File: src/rtl/run_monitor.sv
// Run controller and write-back monitor for the MIPS skeleton core: sequences core reset,
// bounds a run by cycle budget or halt write, and traces/checksums every register write.
module run_monitor #(
    parameter int unsigned DATA_WIDTH     = 32,
    parameter int unsigned REG_ADDR_WIDTH = 5,
    parameter int unsigned RESET_CYCLES   = 2,
    parameter int unsigned MAX_CYCLES     = 200,
    parameter int unsigned CNT_WIDTH      = 16,
    parameter int unsigned TRACE_DEPTH    = 16,
    parameter int unsigned HALT_REG       = 30
) (
    input  logic                      clock,
    input  logic                      reset,
    input  logic                      start,
    output logic                      core_reset,
    input  logic                      wb_en,
    input  logic [REG_ADDR_WIDTH-1:0] wb_reg,
    input  logic [DATA_WIDTH-1:0]     wb_data,
    input  logic                      trace_pop,
    output logic                      trace_valid,
    output logic [REG_ADDR_WIDTH-1:0] trace_reg,
    output logic [DATA_WIDTH-1:0]     trace_data,
    output logic                      trace_overflow,
    output logic [CNT_WIDTH-1:0]      cycle_count,
    output logic [DATA_WIDTH-1:0]     checksum,
    output logic [DATA_WIDTH-1:0]     halt_value,
    output logic                      running,
    output logic                      done,
    output logic                      timeout
);

    localparam int unsigned HoldW  = $clog2(RESET_CYCLES + 1);
    localparam int unsigned PtrW   = $clog2(TRACE_DEPTH);
    localparam int unsigned CountW = PtrW + 1;
    localparam int unsigned EntryW = REG_ADDR_WIDTH + DATA_WIDTH;

    localparam logic [HoldW-1:0]          HoldLast  = HoldW'(RESET_CYCLES - 1);
    localparam logic [CNT_WIDTH-1:0]      LastCycle = CNT_WIDTH'(MAX_CYCLES - 1);
    localparam logic [CountW-1:0]         FullCount = CountW'(TRACE_DEPTH);
    localparam logic [REG_ADDR_WIDTH-1:0] HaltIdx   = REG_ADDR_WIDTH'(HALT_REG);

    typedef enum logic [1:0] {StIdle, StHold, StRun, StDone} state_e;

    state_e                state_q, state_d;
    logic [HoldW-1:0]      hold_cnt_q, hold_cnt_d;
    logic [CNT_WIDTH-1:0]  cycle_count_q, cycle_count_d;
    logic [DATA_WIDTH-1:0] checksum_q, checksum_d;
    logic [DATA_WIDTH-1:0] halt_value_q, halt_value_d;
    logic                  timeout_q, timeout_d;
    logic                  overflow_q, overflow_d;
    logic [PtrW-1:0]       wr_ptr_q, wr_ptr_d;
    logic [PtrW-1:0]       rd_ptr_q, rd_ptr_d;
    logic [CountW-1:0]     count_q, count_d;
    logic [EntryW-1:0]     mem [TRACE_DEPTH];

    logic clear, record, halt_hit, pop_ok, full, push_ok;

    always_comb begin
        clear    = start && (state_q == StIdle || state_q == StDone);
        record   = (state_q == StRun) && wb_en && (wb_reg != '0);
        halt_hit = record && (wb_reg == HaltIdx);
        pop_ok   = trace_pop && (count_q != '0);
        full     = (count_q == FullCount);
        // A full FIFO still accepts a push when the head is popped in the same cycle.
        push_ok  = record && (!full || pop_ok);
    end

    always_comb begin
        state_d       = state_q;
        hold_cnt_d    = hold_cnt_q;
        cycle_count_d = cycle_count_q;
        checksum_d    = checksum_q;
        halt_value_d  = halt_value_q;
        timeout_d     = timeout_q;
        overflow_d    = overflow_q;
        wr_ptr_d      = wr_ptr_q;
        rd_ptr_d      = rd_ptr_q;
        count_d       = count_q;

        unique case (state_q)
            StIdle, StDone: begin
                if (start) begin
                    state_d    = StHold;
                    hold_cnt_d = '0;
                end
            end
            StHold: begin
                if (hold_cnt_q == HoldLast) begin
                    state_d = StRun;
                end else begin
                    hold_cnt_d = hold_cnt_q + 1'b1;
                end
            end
            StRun: begin
                // Halt takes priority over the budget; the final RUN cycle is not counted.
                if (halt_hit) begin
                    state_d      = StDone;
                    halt_value_d = wb_data;
                end else if (cycle_count_q == LastCycle) begin
                    state_d   = StDone;
                    timeout_d = 1'b1;
                end else begin
                    cycle_count_d = cycle_count_q + 1'b1;
                end
                if (record) begin
                    checksum_d = {checksum_q[DATA_WIDTH-2:0], checksum_q[DATA_WIDTH-1]}
                                 ^ wb_data ^ DATA_WIDTH'(wb_reg);
                end
            end
            default: state_d = StIdle;
        endcase

        if (push_ok) begin
            wr_ptr_d = wr_ptr_q + 1'b1;
        end
        if (pop_ok) begin
            rd_ptr_d = rd_ptr_q + 1'b1;
        end
        if (push_ok && !pop_ok) begin
            count_d = count_q + 1'b1;
        end else if (pop_ok && !push_ok) begin
            count_d = count_q - 1'b1;
        end
        if (record && !push_ok) begin
            overflow_d = 1'b1;
        end

        if (clear) begin
            cycle_count_d = '0;
            checksum_d    = '0;
            halt_value_d  = '0;
            timeout_d     = 1'b0;
            overflow_d    = 1'b0;
            wr_ptr_d      = '0;
            rd_ptr_d      = '0;
            count_d       = '0;
        end
    end

    always_ff @(posedge clock or negedge reset) begin
        if (!reset) begin
            state_q       <= StIdle;
            hold_cnt_q    <= '0;
            cycle_count_q <= '0;
            checksum_q    <= '0;
            halt_value_q  <= '0;
            timeout_q     <= 1'b0;
            overflow_q    <= 1'b0;
            wr_ptr_q      <= '0;
            rd_ptr_q      <= '0;
            count_q       <= '0;
        end else begin
            state_q       <= state_d;
            hold_cnt_q    <= hold_cnt_d;
            cycle_count_q <= cycle_count_d;
            checksum_q    <= checksum_d;
            halt_value_q  <= halt_value_d;
            timeout_q     <= timeout_d;
            overflow_q    <= overflow_d;
            wr_ptr_q      <= wr_ptr_d;
            rd_ptr_q      <= rd_ptr_d;
            count_q       <= count_d;
        end
    end

    always_ff @(posedge clock) begin
        if (push_ok) begin
            mem[wr_ptr_q] <= {wb_reg, wb_data};
        end
    end

    always_comb begin
        core_reset     = (state_q != StRun);
        running        = (state_q == StRun);
        done           = (state_q == StDone);
        trace_valid    = (count_q != '0);
        trace_reg      = mem[rd_ptr_q][DATA_WIDTH +: REG_ADDR_WIDTH];
        trace_data     = mem[rd_ptr_q][DATA_WIDTH-1:0];
        trace_overflow = overflow_q;
        cycle_count    = cycle_count_q;
        checksum       = checksum_q;
        halt_value     = halt_value_q;
        timeout        = timeout_q;
    end

endmodule

File: config.mk
export PLATFORM = sky130hd
export DESIGN_NAME = run_monitor
export DESIGN_NICKNAME = d
export VERILOG_FILES = /design/src/rtl/run_monitor.sv
export SDC_FILE = /design/constraint.sdc
export NUM_CORES = 1
export LEC_CHECK = 0
export CAP_MARGIN = 10
export CORE_MARGIN = 2
export CORE_UTILIZATION = 43
export CTS_CLUSTER_DIAMETER = 30
export CTS_CLUSTER_SIZE = 16
export DETAILED_ROUTE_END_ITERATION = 7
export PLACE_DENSITY = 0.63
export SLEW_MARGIN = 30
export SYNTH_ARGS = -nofsm -noshare
export SYNTH_HDL_FRONTEND = slang
export SYNTH_SLANG_ARGS = --single-unit
File: constraint.sdc
create_clock -name clock -period 6.15 [get_ports clock]
set_input_delay 0.9225 -clock clock [delete_from_list [all_inputs] [get_ports clock]]
set_output_delay 0.9225 -clock clock [all_outputs]
set_load 0.02 [all_outputs]
==> reports/results.md <==
| Stage | Item | Value |
|---|---|---|
| clock network | CTS tree | yes |
| yosys | Post-synth EDFFs | 592 |
| setup path | Worst setup path endpoint | trace_data[27] |
| yosys | Most frequently used flop master after synthesis | sky130_fd_sc_hd__edfxtp_1 |
| yosys | Async set or reset register ratio after synthesis | 14.33% |
| yosys | Synthesized Nets | 1403 |
| timing | Setup_tns | 0 ns |
| finish | Area growth from synthesis to final layout | 27.07% |
| detailed routing | Routed via count | 14055 |
| timing | Number of failing setup endpoints in the final timing report | 0 |
| timing | Minimum period implied by the final worst setup slack | 4.757 ns |
| setup path | Worst-case reg-to-reg path depth | 8 |
| timing | Post-route clock period utilization | 77.35% |
| clock network | Total setup buffers inserted after CTS | 0 |
| global route | GRT Resource Usage Total | 20.58% |
| pwr | Power share of the sequential group | 34.9% |
| yosys | Cell with the most instances after synthesis | sky130_fd_sc_hd__edfxtp_1 |
| detailed routing | Post-detailed-route DRC marker count | 0 |
| outcome | Run status | finished clean |
| yosys | Count of distinct cell types in the synthesized netlist | 51 |
| yosys | Post-synthesis cell area | 27140 sq um |
| finish | Finished Cell Area | 34490 sq um |
| timing | Unrepaired setup endpoints after global routing | false |
| yosys | Multiplexer fraction of the synthesized cell area | 15.84% |
| pwr | Power spent charging and discharging nets | 4502 uW |
| pwr | Switching part of the total | 27.76% |
| place | Placer's final routability congestion estimate | 0.7558 |
| pwr | Pint | 11720 uW |
| yosys | Sequential element share of the synthesized area | 74.62% |
| place | Post-placement cell area | 29990 sq um |
| die | Die ar. | 65150 sq um |
| yosys | Post-synth top area share | 65.50% |
| pwr | Combinational fraction of design power | 21.6% |
| yosys | Number of warning messages in the yosys log | 0 |
| setup path | Worst Setup End Kind | output port |
| yosys | Synthesized instance count | 1345 |
| pwr | LEAKAGE | 0.01144 uW |
| pwr | Power Density | 470.3 nW/um^2 |
| die | Count of boundary I/O pins | 165 |
| yosys | Adder and majority cell fraction of the synthesized area | 0.7652% |
| die | Count of standard-cell rows | 92 |
| setup path | Startpoint Class | register |
| clock network | Number of instances resized during post-cts repair | 0 |
| die | Standard cell core area | 62740 sq um |
| die | Width of the die | 255.2 um |
| timing | Final max-slew violation count | 0 |
| timing | Fmax achieved | 210.2 MHz |
| place | Detail Placement HPWL | 37610 um |
| clock network | Sinks on Clock Net | 691 |
| detailed routing | Total iterations of the first detailed-routing run | 5 |
| pwr | Largest voltage drop on the vdd net | 0.2720 mV |
| timing | Hold violation total from the final report | 0 |
| timing | Worst max-slew margin expressed relative to the limit | 34.25% |
| run | Max Cap Violations | 0 |
| setup path | Critical path peak fanout | 39 |
| setup path | Reg-to-reg setup timing slack | 2.55 ns |
| detailed routing | Remaining number of nets flagged by the antenna check after routing | 0 |
| die | Starting utilization of the core area | 43.26% |
| setup path | RR Endpoint | mem[13][30] |
| setup path | Critical path startpoint | rd_ptr_q[0] |
| setup path | R2r startpoint | state_q[0] |
| yosys | Top cells by count, synth | sky130_fd_sc_hd__edfxtp_1 (592), sky130_fd_sc_hd__mux4_2 (185), sky130_fd_sc_hd__dfrtp_1 (99), sky130_fd_sc_hd__nand2_1 (79), sky130_fd_sc_hd__nor2_1 (64) |
| global route | Maximum number of pins on one net before global-route repair | 81 |
| yosys | Biggest area contributors in the synthesized netlist | sky130_fd_sc_hd__edfxtp_1 (65%), sky130_fd_sc_hd__mux4_2 (15%), sky130_fd_sc_hd__dfrtp_1 (9.1%) |
| clock network | Cts hold-fix bufs | 0 |
| yosys | Number of flip-flops and latches in the synthesized netlist | 691 |
| setup path | Critical Path AT | 3.83 ns |
| timing | Actual slew at the worst max-slew pin | 0.9863 ns |
| setup path | Critical path data required time | 5.23 ns |
| min path | Worst min-delay path category | primary input to asynchronous set/reset pin |
| yosys | Xor and xnor fraction of the mapped netlist area | 1.872% |
| finish | Utilization after layout | 54.98% |
| timing | Fin Clk Skew | 0.02997 ns |
| setup path | Startpoint-to-endpoint class of the critical path | register to output port |
| clock network | Number of clock buffers inserted by TritonCTS | 134 |
| clock network | Clock insertion delay at the later pin of the skew report | 0.70 ns |
| detailed routing | DR WL/cell | 25.11 um |
| yosys | Fraction of the mapped netlist area in compound gates | 2.024% |
| place | Port Buf Inserts | 164 |
| finish | Fraction of final layout cells sized beyond drive strength 1 | 27.82% |
| yosys | Area share of and/or/nand/nor cells after synthesis | 3.637% |
| die | Die Y-Extent | 255.2 um |
| global route | Total grt overflow | 0 |
| clock network | Clock Path Buffers | 3 |
| detailed routing | DRC violation total after the first TritonRoute iteration | 1090 |
| global route | Number of global-route vias before repair | 14810 |
| global route | Wire length of the first global-routing pass | 96040 um |
| finish | Diodes inserted | 0 |
| clock network | H-tree depth reported by CTS | 4 |
| detailed routing | Total Routed Length | 64650 um |
| clock network | CTS Root Cell | sky130_fd_sc_hd__clkbuf_16 |
| global route | Number of antenna violations at the first check in global routing | 1 |
| detailed routing | Ratio of routed vias to standard cells | 5.458 |
| clock network | Clock-pin slew on the worst setup and hold paths | 0.04 ns |
| yosys | Area leader, netlist | sky130_fd_sc_hd__edfxtp_1 |
| pwr | Clock network fraction of total power | 43.5% |
| yosys | Synthesized area per cell | 20.18 sq um |
| yosys | Combinational family with the most area after synthesis | multiplexers |
| finish | Layout net count | 1674 |
==> power by group through the flow <==
stage | clock network [uW] | logic [uW] | registers [uW]
3_3_place_gp | 0 | 3470 | 5780
3_5_place_dp | 0 | 3500 | 5790
4_1_cts | 7170 | 3510 | 5710
5_1_grt | 7400 | 3750 | 5690
6_report | 7060 | 3500 | 5650
2_1_floorplan | 0 | 2250 | 5650
==> through the flow <==
step	hold WS [ns]	instances	worst slack [ns]	total power, uW
5_1_grt	0.2808	2575	1.188	16840
3_3_place_gp	0.4832	2325	1.946	9250
6_report	0.2532	2575	1.393	16220
3_5_place_dp	0.4985	2325	1.828	9290
2_1_floorplan	0.5359	1345	0.5997	7899
4_1_cts	0.2521	2574	1.270	16390
==> cell families (layout without fill, tap and decap cells) <==
kind of cell	count (synthesis)	count (layout)
buf+inv	84	468
compound gates	89	89
mux	197	197
flops	691	691
xor+xnor	58	58
fa+ha+maj	16	16
simple gates	210	210
==> worst max-delay path, cell delays in order (launching register included) <==
cell and delay [ns]:
sky130_fd_sc_hd__dfrtp_4 0.95, sky130_fd_sc_hd__buf_4 0.50, sky130_fd_sc_hd__mux4_2 0.56, sky130_fd_sc_hd__mux4_2 0.51, sky130_fd_sc_hd__clkdlybuf4s50_1 0.58
==> state kept, by name, indices dropped and copies added (netlist names) <==
| name | flops |
|---|---|
| timeout | 1 |
| hold_cnt_q | 2 |
| state_q | 2 |
| cycle_count | 16 |
| count_q | 5 |
| mem | 592 |
| trace_overflow | 1 |
| wr_ptr_q | 4 |
| halt_value | 32 |
| rd_ptr_q | 4 |
| checksum | 32 |
==> layout by cell type (no fill, tap or decap), types with 14 or more instances in the layout <==
cell,n
sky130_fd_sc_hd__edfxtp_1,592
sky130_fd_sc_hd__mux4_2,185
sky130_fd_sc_hd__clkdlybuf4s50_1,163
sky130_fd_sc_hd__clkbuf_16,141
sky130_fd_sc_hd__dfrtp_1,95
sky130_fd_sc_hd__nand2_1,79
sky130_fd_sc_hd__nor2_1,60
sky130_fd_sc_hd__xnor2_1,48
sky130_fd_sc_hd__a21oi_1,46
sky130_fd_sc_hd__buf_4,37
sky130_fd_sc_hd__a211oi_1,27
sky130_fd_sc_hd__clkinv_2,27
sky130_fd_sc_hd__clkinvlp_4,17
sky130_fd_sc_hd__clkbuf_1,16
sky130_fd_sc_hd__ha_1,15
sky130_fd_sc_hd__inv_1,14
==> worst min-delay path by stage <==
| stage | startpoint | endpoint | slack, ns | depth (start not counted) |
|---|---|---|---|---|
| 5_1_grt | reset | checksum[25] | 0.28 | 1 |
| 3_3_place_gp | trace_overflow | trace_overflow | 0.48 | 2 |
| 3_5_place_dp | trace_overflow | trace_overflow | 0.50 | 2 |
| 4_1_cts | reset | checksum[25] | 0.25 | 1 |
| 2_1_floorplan | count_q[3] | count_q[3] | 0.54 | 2 |
| 6_report | reset | halt_value[29] | 0.25 | 1 |
==> layer usage <==
| metal | track usage (%) | part of all wire (%) |
|---|---|---|
| met5 | 0 | 0.020 |
| met4 | 7.084 | 1.8 |
| met3 | 5.695 | 7.4 |
| met2 | 32.83 | 49 |
| met1 | 27.41 | 41 |
==> layout make-up <==
type,instances,area (sq um)
multi-input cells,570,6636
clock buffers,159,3616
inverters,14,52.55
clock inverters,90,859.6
repair buffers,205,2001
fillers,4698,28240
well taps,846,1059
flip-flops and latches,691,20270
Power figures use the tool's default switching activity.
